File: src/rtl/tx_cp_insert.sv
// Ping-pong symbol buffer that replays each IFFT symbol with its cyclic prefix.
// Define TXCP_INDEX_CHECK_EN to check Data_in_index against wptr (IndexErr).
module tx_cp_insert #(
  parameter int DW      = 8,
  parameter int NFFT    = 64,
  parameter int CP_DATA = 16,
  parameter int CP_LTS  = 32,
  localparam int AW     = $clog2(NFFT),
  localparam int OW     = $clog2(NFFT + CP_LTS)
) (
  input  logic          Clk,
  input  logic          Rst_n,
  input  logic          DataInEnable,
  output logic          DataInReady,
  input  logic [DW-1:0] DataInRe,
  input  logic [DW-1:0] DataInIm,
  input  logic [AW-1:0] Data_in_index,
  input  logic          FrameStart,
  input  logic          FrameLast,
  output logic          DataOutEnable,
  output logic [DW-1:0] DataOutRe,
  output logic [DW-1:0] DataOutIm,
  output logic [OW-1:0] Data_out_index,
  output logic [7:0]    Symbol_cnt,
`ifdef TXCP_INDEX_CHECK_EN
  output logic          IndexErr,
`endif
  output logic          DataOutLast
);

  typedef enum logic [1:0] {
    IDLE,
    CP,
    BODY
  } st_e;

  logic [2*DW-1:0] mem [2*NFFT];

  logic          wbank_q, wbank_d;
  logic [AW-1:0] wptr_q, wptr_d;
  logic [AW-1:0] waddr;
  logic [1:0]    full_q, full_d;
  logic [1:0]    lts_q, lts_d;
  logic [1:0]    last_q, last_d;
  logic          clts_q, clts_d;
  logic          clast_q, clast_d;
  logic          acc, rel;

  st_e           state_q;
  logic          rbank_q;
  logic [AW-1:0] raddr_q;
  logic [OW-1:0] oidx_q;

  function automatic logic [AW-1:0] cp_start(
    input logic lts
  );
    return lts ? AW'(NFFT - CP_LTS)
               : AW'(NFFT - CP_DATA);
  endfunction

  assign acc = DataInEnable && DataInReady;
  assign rel = (state_q == BODY) && (&raddr_q);

`ifdef TXCP_INDEX_CHECK_EN
  logic err_d;

  always_comb begin
    waddr = wptr_q;
    err_d = IndexErr;
    if (acc) begin
      if (FrameStart) begin
        waddr = '0;
        err_d = 1'b0;
      end else if (Data_in_index != wptr_q) begin
        waddr = Data_in_index;
        err_d = 1'b1;
      end
    end
  end

  always_ff @(posedge Clk or negedge Rst_n) begin
    if (!Rst_n) IndexErr <= 1'b0;
    else        IndexErr <= err_d;
  end
`else
  logic idx_unused;
  assign idx_unused = ^Data_in_index;
  assign waddr = FrameStart ? '0 : wptr_q;
`endif

  // Release wins over a refill; the refill sees ready one cycle later.
  always_comb begin
    full_d  = full_q;
    lts_d   = lts_q;
    last_d  = last_q;
    wbank_d = wbank_q;
    wptr_d  = wptr_q;
    clts_d  = clts_q;
    clast_d = clast_q;
    if (rel) full_d[rbank_q] = 1'b0;
    if (acc) begin
      wptr_d  = waddr + 1'b1;
      clts_d  = (waddr == '0) ? FrameStart : clts_q;
      clast_d = (waddr == '0) ? FrameLast
                              : (clast_q | FrameLast);
      if (&waddr) begin
        full_d[wbank_q] = 1'b1;
        lts_d[wbank_q]  = clts_d;
        last_d[wbank_q] = clast_d;
        wbank_d         = ~wbank_q;
      end
    end
  end

  always_ff @(posedge Clk or negedge Rst_n) begin
    if (!Rst_n) begin
      wbank_q     <= 1'b0;
      wptr_q      <= '0;
      full_q      <= '0;
      lts_q       <= '0;
      last_q      <= '0;
      clts_q      <= 1'b0;
      clast_q     <= 1'b0;
      DataInReady <= 1'b0;
    end else begin
      wbank_q     <= wbank_d;
      wptr_q      <= wptr_d;
      full_q      <= full_d;
      lts_q       <= lts_d;
      last_q      <= last_d;
      clts_q      <= clts_d;
      clast_q     <= clast_d;
      DataInReady <= !full_d[wbank_d];
    end
  end

  always_ff @(posedge Clk) begin
    if (acc) mem[{wbank_q, waddr}] <= {DataInRe, DataInIm};
  end

  always_ff @(posedge Clk or negedge Rst_n) begin
    if (!Rst_n) begin
      state_q        <= IDLE;
      rbank_q        <= 1'b0;
      raddr_q        <= '0;
      oidx_q         <= '0;
      DataOutEnable  <= 1'b0;
      DataOutRe      <= '0;
      DataOutIm      <= '0;
      Data_out_index <= '0;
      Symbol_cnt     <= '0;
      DataOutLast    <= 1'b0;
    end else begin
      DataOutEnable  <= (state_q != IDLE);
      DataOutRe      <= '0;
      DataOutIm      <= '0;
      Data_out_index <= '0;
      DataOutLast    <= 1'b0;
      if (state_q != IDLE) begin
        {DataOutRe, DataOutIm} <= mem[{rbank_q, raddr_q}];
        Data_out_index <= oidx_q;
        DataOutLast    <= rel && last_q[rbank_q];
        if (state_q == CP && oidx_q == '0)
          Symbol_cnt <= lts_q[rbank_q] ? '0
                                       : Symbol_cnt + 1'b1;
        raddr_q <= raddr_q + 1'b1;
        oidx_q  <= oidx_q + 1'b1;
      end
      unique case (state_q)
        IDLE: begin
          if (full_d[rbank_q]) begin
            state_q <= CP;
            raddr_q <= cp_start(lts_d[rbank_q]);
            oidx_q  <= '0;
          end
        end
        CP: begin
          if (&raddr_q) state_q <= BODY;
        end
        BODY: begin
          if (&raddr_q) begin
            rbank_q <= ~rbank_q;
            if (full_d[~rbank_q]) begin
              state_q <= CP;
              raddr_q <= cp_start(lts_d[~rbank_q]);
              oidx_q  <= '0;
            end else begin
              state_q <= IDLE;
            end
          end
        end
        default: state_q <= IDLE;
      endcase
    end
  end

endmodule

File: config.mk
export PLATFORM = sky130hd
export DESIGN_NAME = tx_cp_insert
export DESIGN_NICKNAME = d
export VERILOG_FILES = /design/src/rtl/tx_cp_insert.sv
export SDC_FILE = /design/constraint.sdc
export NUM_CORES = 2
export LEC_CHECK = 0
export BUFFER_PORTS_ARGS = -buffer_cell sky130_fd_sc_hd__buf_4
export CAP_MARGIN = 40
export CORE_ASPECT_RATIO = 0.9
export CORE_MARGIN = 2
export CORE_UTILIZATION = 55
export DETAILED_ROUTE_END_ITERATION = 16
export PLACE_DENSITY_LB_ADDON = 0.08
export SYNTH_ARGS = -nofsm -noshare
export SYNTH_HDL_FRONTEND = slang
export SYNTH_SLANG_ARGS = --single-unit
File: constraint.sdc
create_clock -name Clk -period 9.2 [get_ports Clk]
set_clock_uncertainty 0.15 [all_clocks]
set_input_delay 0.46 -clock Clk [delete_from_list [all_inputs] [get_ports Clk]]
set_output_delay 0.46 -clock Clk [all_outputs]
set_load 0.1 [all_outputs]
# Word level (Yosys, flattened, before mapping)
# Memories as Yosys holds them, arrays and structs flattened.
# Cells that the tools add are included.
[totals]
register_bits = 65
ramBits = 2048
inputBits = 27
out_inout_bits = 34
mem_count = 1
[op_classes]
addsub = 4
magnitude_cmp = 6
eq_ne = 5
muxes = 54
bitwise_logic = 6
reduce_logical = 17
[memory_table]
columns = ["memory", "words", "width", "rd", "rd_clocked_by_memory_dff", "wr", "line_no", "rtl"]
rows = [
  ["mem", 128, 16, 1, 0, 1, "37", "logic [2*DW-1:0] mem [2*NFFT];"],
]
[ops]
columns = ["op", "n"]
rows = [
  ["7-bit two-way mux", 5],
  ["6-bit two-way mux", 5],
  ["1-bit two-way mux", 24],
  ["8-bit two-way mux", 3],
  ["2-bit two-way mux", 8],
  ["7-bit one-hot mux with 2 select lines", 1],
  ["7-bit AND reduction", 2],
  ["6-bit by 1-bit adder with 6-bit output, second input constant", 2],
  ["6-bit one-hot mux with 2 select lines", 1],
  ["6-bit AND reduction", 2],
  ["5-bit two-way mux", 2],
  ["8-bit by 1-bit adder with 8-bit output, second input constant", 1],
  ["1-bit by 2-bit less-than comparator with 1-bit output, second input constant", 4],
  ["7-bit by 1-bit adder with 7-bit output, second input constant", 1],
  ["7-bit logical NOT", 1],
  ["1-bit logical AND", 6],
  ["6-bit logical NOT", 1],
  ["2-bit one-hot mux with 3 select lines", 1],
  ["2-bit bitwise mux", 2],
  ["2-bit by 1-bit inequality test with 1-bit output, second input constant", 2],
  ["3-bit AND reduction", 1],
  ["2-bit bitwise AND", 1],
  ["1-bit demux with 1-bit select", 2],
  ["2-bit by 1-bit == test with 1-bit output, second input constant", 1],
  ["11 further kinds", 13],
]

# Longest topological paths before layout
[depth]
depth_word = 15
mapped_depth = 11

# Worst setup path after synthesis
# OpenSTA, ideal clock, no wires.
[synth_path]
kind = "register to register"
from = "register DataInReady"
to = "memory mem[38][0] in the netlist's numbering (enable)"
setup_time_ns = 0.388
t_arrival_ns = 2.648
required_ns = 8.662
slack_ns = 6.014
stages_incl_launch_ff = 6
path_buffers = 2
synth_period_minus_slack_ns = 3.186
path_cell_list = "dfrtp_1 -> nand2_1 -> clkbuf_1 -> or2_2 -> clkbuf_1 -> nor2_1"
[synth_via]
elab_chain_cells = 3
[synth_rtl]
columns = ["item", "line_no", "rtl"]
rows = [
  ["from (decl)", "14", "output logic DataInReady,"],
  ["from (signal assigned)", "133", "DataInReady <= !full_d[wbank_d];"],
  ["1-bit logical AND", "61", "assign acc = DataInEnable && DataInReady;"],
  ["1-bit two-way mux", "138", "if (acc) mem[{wbank_q, waddr}] <= {DataInRe, DataInIm};"],
  ["1-bit two-way mux (implied by the code)", "138", ""],
  ["to (decl)", "37", ""],
]
# No other way between the ends.

# Final worst setup path
[layout_path]
from = "register raddr_q[2]"
to = "register DataOutRe[1]"
[layout_via]
elab_chain_cells = 2
[layout_rtl]
columns = ["item", "line_no", "rtl"]
rows = [
  ["from (decl)", "51", "logic [AW-1:0] raddr_q;"],
  ["from (signal assigned)", "166", "raddr_q <= raddr_q + 1'b1;"],
  ["from (signal assigned)", "173", "raddr_q <= cp_start(lts_d[rbank_q]);"],
  ["from (signal assigned)", "185", "raddr_q <= cp_start(lts_d[~rbank_q]);"],
  ["memory 128 x 16 bit", "-", ""],
  ["8-bit two-way mux", "159", "if (state_q != IDLE) begin"],
  ["to (signal assigned)", "160", "{DataOutRe, DataOutIm} <= mem[{rbank_q, raddr_q}];"],
  ["to (decl)", "21", "output logic [DW-1:0] DataOutRe,"],
]
# No other way between the ends.
# A chain may end at the register's enable or synchronous reset.

==> summary.txt <==
Run status
  – Outcome: finished, final reports clean

Hold path
  – Worst hold path endpoint: mem[11][3]
  – Worst Hold Path Cells: 1
  – Hold Crit Start: DataInIm[3]
  – Hold Crit Class: in2reg

Setup path
  – Sort of element at the end of the critical path: flop
  – Worst reg2reg setup slack: between 4 and 5 ns
  – Critical register-to-register path endpoint: DataOutRe[1]
  – CP startpoint kind: flop
  – R2r startpoint: raddr_q[2]
  – Worst reg2reg path depth: 8
  – Critical-path maximum fanout: 36
  – Req. time, crit path: 9.79 ns
  – Signal arrival time at the worst endpoint: 5.07 ns
  – Startpoint-to-endpoint class of the critical path: reg2reg

Final layout
  – Post-layout utilization of the core: 62.2%
  – Most used cells in the layout excluding fill and tap cells: sky130_fd_sc_hd__edfxtp_1, sky130_fd_sc_hd__mux4_2, sky130_fd_sc_hd__mux2i_1, sky130_fd_sc_hd__buf_4, sky130_fd_sc_hd__clkbuf_16
  – Area overhead of the layout relative to synthesis: 12.6%
  – Layout cells sized above 1: 23.5%
  – Post-route design area: 91900 µm²
  – Most common cell after layout, fill and taps aside: sky130_fd_sc_hd__edfxtp_1
  – Number of nets in the final layout: 4125

STA
  – Worst hold slack across all endpoints: 0.0317 ns
  – Pins Over Slew Limit: 0
  – Setup Viol. Count Final: 0
  – Minimum clock period after layout: 4.48 ns
  – Transition time at the pin with the least slew margin: 1.01 ns
  – Highest clock rate: between 200 and 250 MHz
  – Relative max-transition margin: 32.7%
  – Setup repair after global routing missed its margin: no
  – Final Hold Fails: 0
  – Part of the cycle the worst path needs: 48.7%
  – Total negative slack for setup checks: 0 ns

CTS
  – Clock tree from TritonCTS: done
  – Worst skew pair latency: 0.84 ns
  – Clock sink count: 2113
  – Post-CTS setup repair buffer count: 0
  – Buffer depth of the longest clock path: 3
  – TritonCTS Buffers: 205
  – # H-tree levels: 4
  – Clock transition at path regs: ~0.060 ns
  – Clk root buf: sky130_fd_sc_hd__clkbuf_16

Synth
  – Sequential share of the synthesized area: ~77%
  – Cells after synthesis: 3849
  – Area of the mapped netlist: 81600 µm²
  – Number of synthesized register bits: 2113
  – Total nets after synthesis: 3883
  – Asr flop ratio synth: just over 3%
  – Warnings from Yosys: 0
  – Synth top area cells: sky130_fd_sc_hd__edfxtp_1, sky130_fd_sc_hd__mux4_2, sky130_fd_sc_hd__mux2i_1
  – Cell type with the highest aggregate area in the netlist: sky130_fd_sc_hd__edfxtp_1
  – Avg Synthesized Cell Area: 21.2 µm²
  – Area share of the largest cell type after synthesis: 75.4%
  – Main synth FF type: sky130_fd_sc_hd__edfxtp_1
  – Number of flops mapped to enable cells by yosys: 2048
  – Number of unique standard cell types used by synthesis: a little under 60

Global routing
  – Overall routing resource usage: 26.7%
  – Maximum number of pins on one net before global-route repair: about 130
  – Vias in the first global route: 40200
  – Total grt overflow: 0
  – Wire length of the first global-routing pass: 285000 µm
  – Antenna violations before repair: 13

Job
  – MaxCap Viol Count: 0

Die
  – Die outline width: between 400 and 500 µm
  – Core outline area: about 150000 µm²
  – Die extent in y: 369 µm
  – Top Ports: just over 60
  – Overall die area: approximately 150000 µm²
  – Initial core utilization: 55.2%
  – Number of placement rows: 134

Placement
  – Cell Area, Placed: approximately 85000 µm²
  – Weighted congestion at the end of routability-driven global placement: 0.854
  – Input/output buffers: 54
  – DPL Wire Length: 114000 µm

Pwr
  – Power density over cell area: between 200 and 250 nW/µm²
  – P_leak: around 28 nW
  – Worst ir drop on vdd: ~0.19 mV

Drt
  – First drt pass iteration count: 5
  – Detailed Route WL: roughly 200000 µm
  – Count of vias placed by the detailed router: 40100
  – Number of design rule violations left after detail routing: 0
  – Number of violations reported at the end of detailed-routing iteration 0: ~5600
  – Vias per cell: 6.43
  – Count of nets left with antenna violations after detail routing: 0
  – Wire length per cell: 32.0 µm
-- cells in the mapped netlist (3+ instances only) --
cell                        count
sky130_fd_sc_hd__nand4_1       21
sky130_fd_sc_hd__edfxtp_1    2048
sky130_fd_sc_hd__a21oi_1       77
sky130_fd_sc_hd__mux4_2       442
sky130_fd_sc_hd__or3_1          4
sky130_fd_sc_hd__dfrtp_1       65
sky130_fd_sc_hd__a211oi_1       5
sky130_fd_sc_hd__nand2b_1      13
sky130_fd_sc_hd__buf_2         43
sky130_fd_sc_hd__clkbuf_1     100
sky130_fd_sc_hd__and3_1        11
sky130_fd_sc_hd__a221oi_1      17
sky130_fd_sc_hd__buf_6         11
sky130_fd_sc_hd__o21ai_1       15
sky130_fd_sc_hd__nor2_1       185
sky130_fd_sc_hd__mux2i_1      273
sky130_fd_sc_hd__nand3_1       15
sky130_fd_sc_hd__a22oi_1       14
sky130_fd_sc_hd__nand2_1       67
sky130_fd_sc_hd__xor2_1         7
sky130_fd_sc_hd__o31ai_1        8
sky130_fd_sc_hd__inv_1         12
sky130_fd_sc_hd__o21ai_0       23
sky130_fd_sc_hd__o22ai_1       59
sky130_fd_sc_hd__and2_0         3
sky130_fd_sc_hd__and2_1        10
sky130_fd_sc_hd__ha_1           7
sky130_fd_sc_hd__xnor2_1        6
sky130_fd_sc_hd__nor3_1        58
sky130_fd_sc_hd__buf_1         16
sky130_fd_sc_hd__o2111ai_1      3
sky130_fd_sc_hd__a31oi_1        4
sky130_fd_sc_hd__o221ai_1     113
sky130_fd_sc_hd__nor2b_1        6
sky130_fd_sc_hd__or2_2          7
sky130_fd_sc_hd__buf_4         50
-- stage by stage --
step	cells	total power [mW]	setup slack, ns
global route	6232	19.7	4.46
floorplan	3849	10.8	6.01
finish	6235	19.1	4.72
detailed placement	5839	10.9	4.74
global placement	5829	10.9	4.80
CTS	6231	19.3	4.73
-- repair_timing --
action,CTS,global route
gates resized for setup,0,0
hold buffers,16,0
hold endpoints to repair,423,0
-- routing by layer --
layer,global-route usage (%),share of wire [%]
met1,38.1,40
met2,42.4,48
met3,5.40,9.0
met4,7.60,2.5
met5,0,0.027
-- logic make-up after synthesis --
| logic type | count (synthesis) | synth area share, % |
|---|---|---|
| AOI/OAI and AO/OA | 356 | 3.05 |
| adders and majority gates | 7 | 0.107 |
| muxes | 717 | 15.6 |
| and+or+nand+nor | 411 | 2.29 |
| DFF | 2113 | 77.4 |
| xor gates and xnor gates | 13 | 0.140 |
| buffers and inverters | 232 | 1.46 |
-- power breakdown --
group          leakage (nW)  switching [mW]  internal [mW]
Sequential             19.2        0.000762           10.6
Clock                  3.31            3.49           4.92
Combinational          5.71           0.163         0.0181
-- sequential cells by signal, summed over array words and instances, names as in the netlist --
signal	cells
mem	2048
DataOutIm	8
DataOutRe	8
Symbol_cnt	8
Data_out_index	7
oidx_q	7
raddr_q	6
wptr_q	6
full_q	2
last_q	2
lts_q	2
state_q	2
DataInReady	1
DataOutEnable	1
DataOutLast	1
clast_q	1
clts_q	1
rbank_q	1
wbank_q	1
-- worst max-delay path by stage --
| stage | from | to | slack, ns | cells past startpoint |
|---|---|---|---|---|
| global route | raddr_q[0] | DataOutRe[4] | 4.46 | 8 |
| global placement | raddr_q[1] | DataOutRe[0] | 4.80 | 6 |
| detailed placement | raddr_q[1] | DataOutRe[0] | 4.74 | 6 |
| floorplan | DataInReady | mem[38][0] | 6.01 | 5 |
| CTS | raddr_q[1] | DataOutRe[0] | 4.73 | 6 |
| finish | raddr_q[2] | DataOutRe[1] | 4.72 | 8 |
-- final cells by class --
class / instances / area [µm²]
Antenna cell: 3 / 7.51
Clock buffer: 264 / 5470
Clock inverter: 112 / 1300
Fill cell: 10000 / 55800
Inverter: 12 / 50.0
Multi-Input combinational cell: 1504 / 17300
Sequential cell: 2113 / 63100
Tap cell: 1972 / 2470
Timing Repair Buffer: 255 / 2180
-- critical path, stage by stage, from the launching register on --
cell	delay (ns)
sky130_fd_sc_hd__dfrtp_2	0.62
sky130_fd_sc_hd__buf_4	0.42
sky130_fd_sc_hd__inv_6	0.40
sky130_fd_sc_hd__buf_4	0.73
sky130_fd_sc_hd__buf_4	0.70
sky130_fd_sc_hd__a21oi_1	0.08
sky130_fd_sc_hd__nor3_1	0.69
sky130_fd_sc_hd__nor2_1	0.32
sky130_fd_sc_hd__nand4_1	0.18
Power figures use the tool's default switching activity.
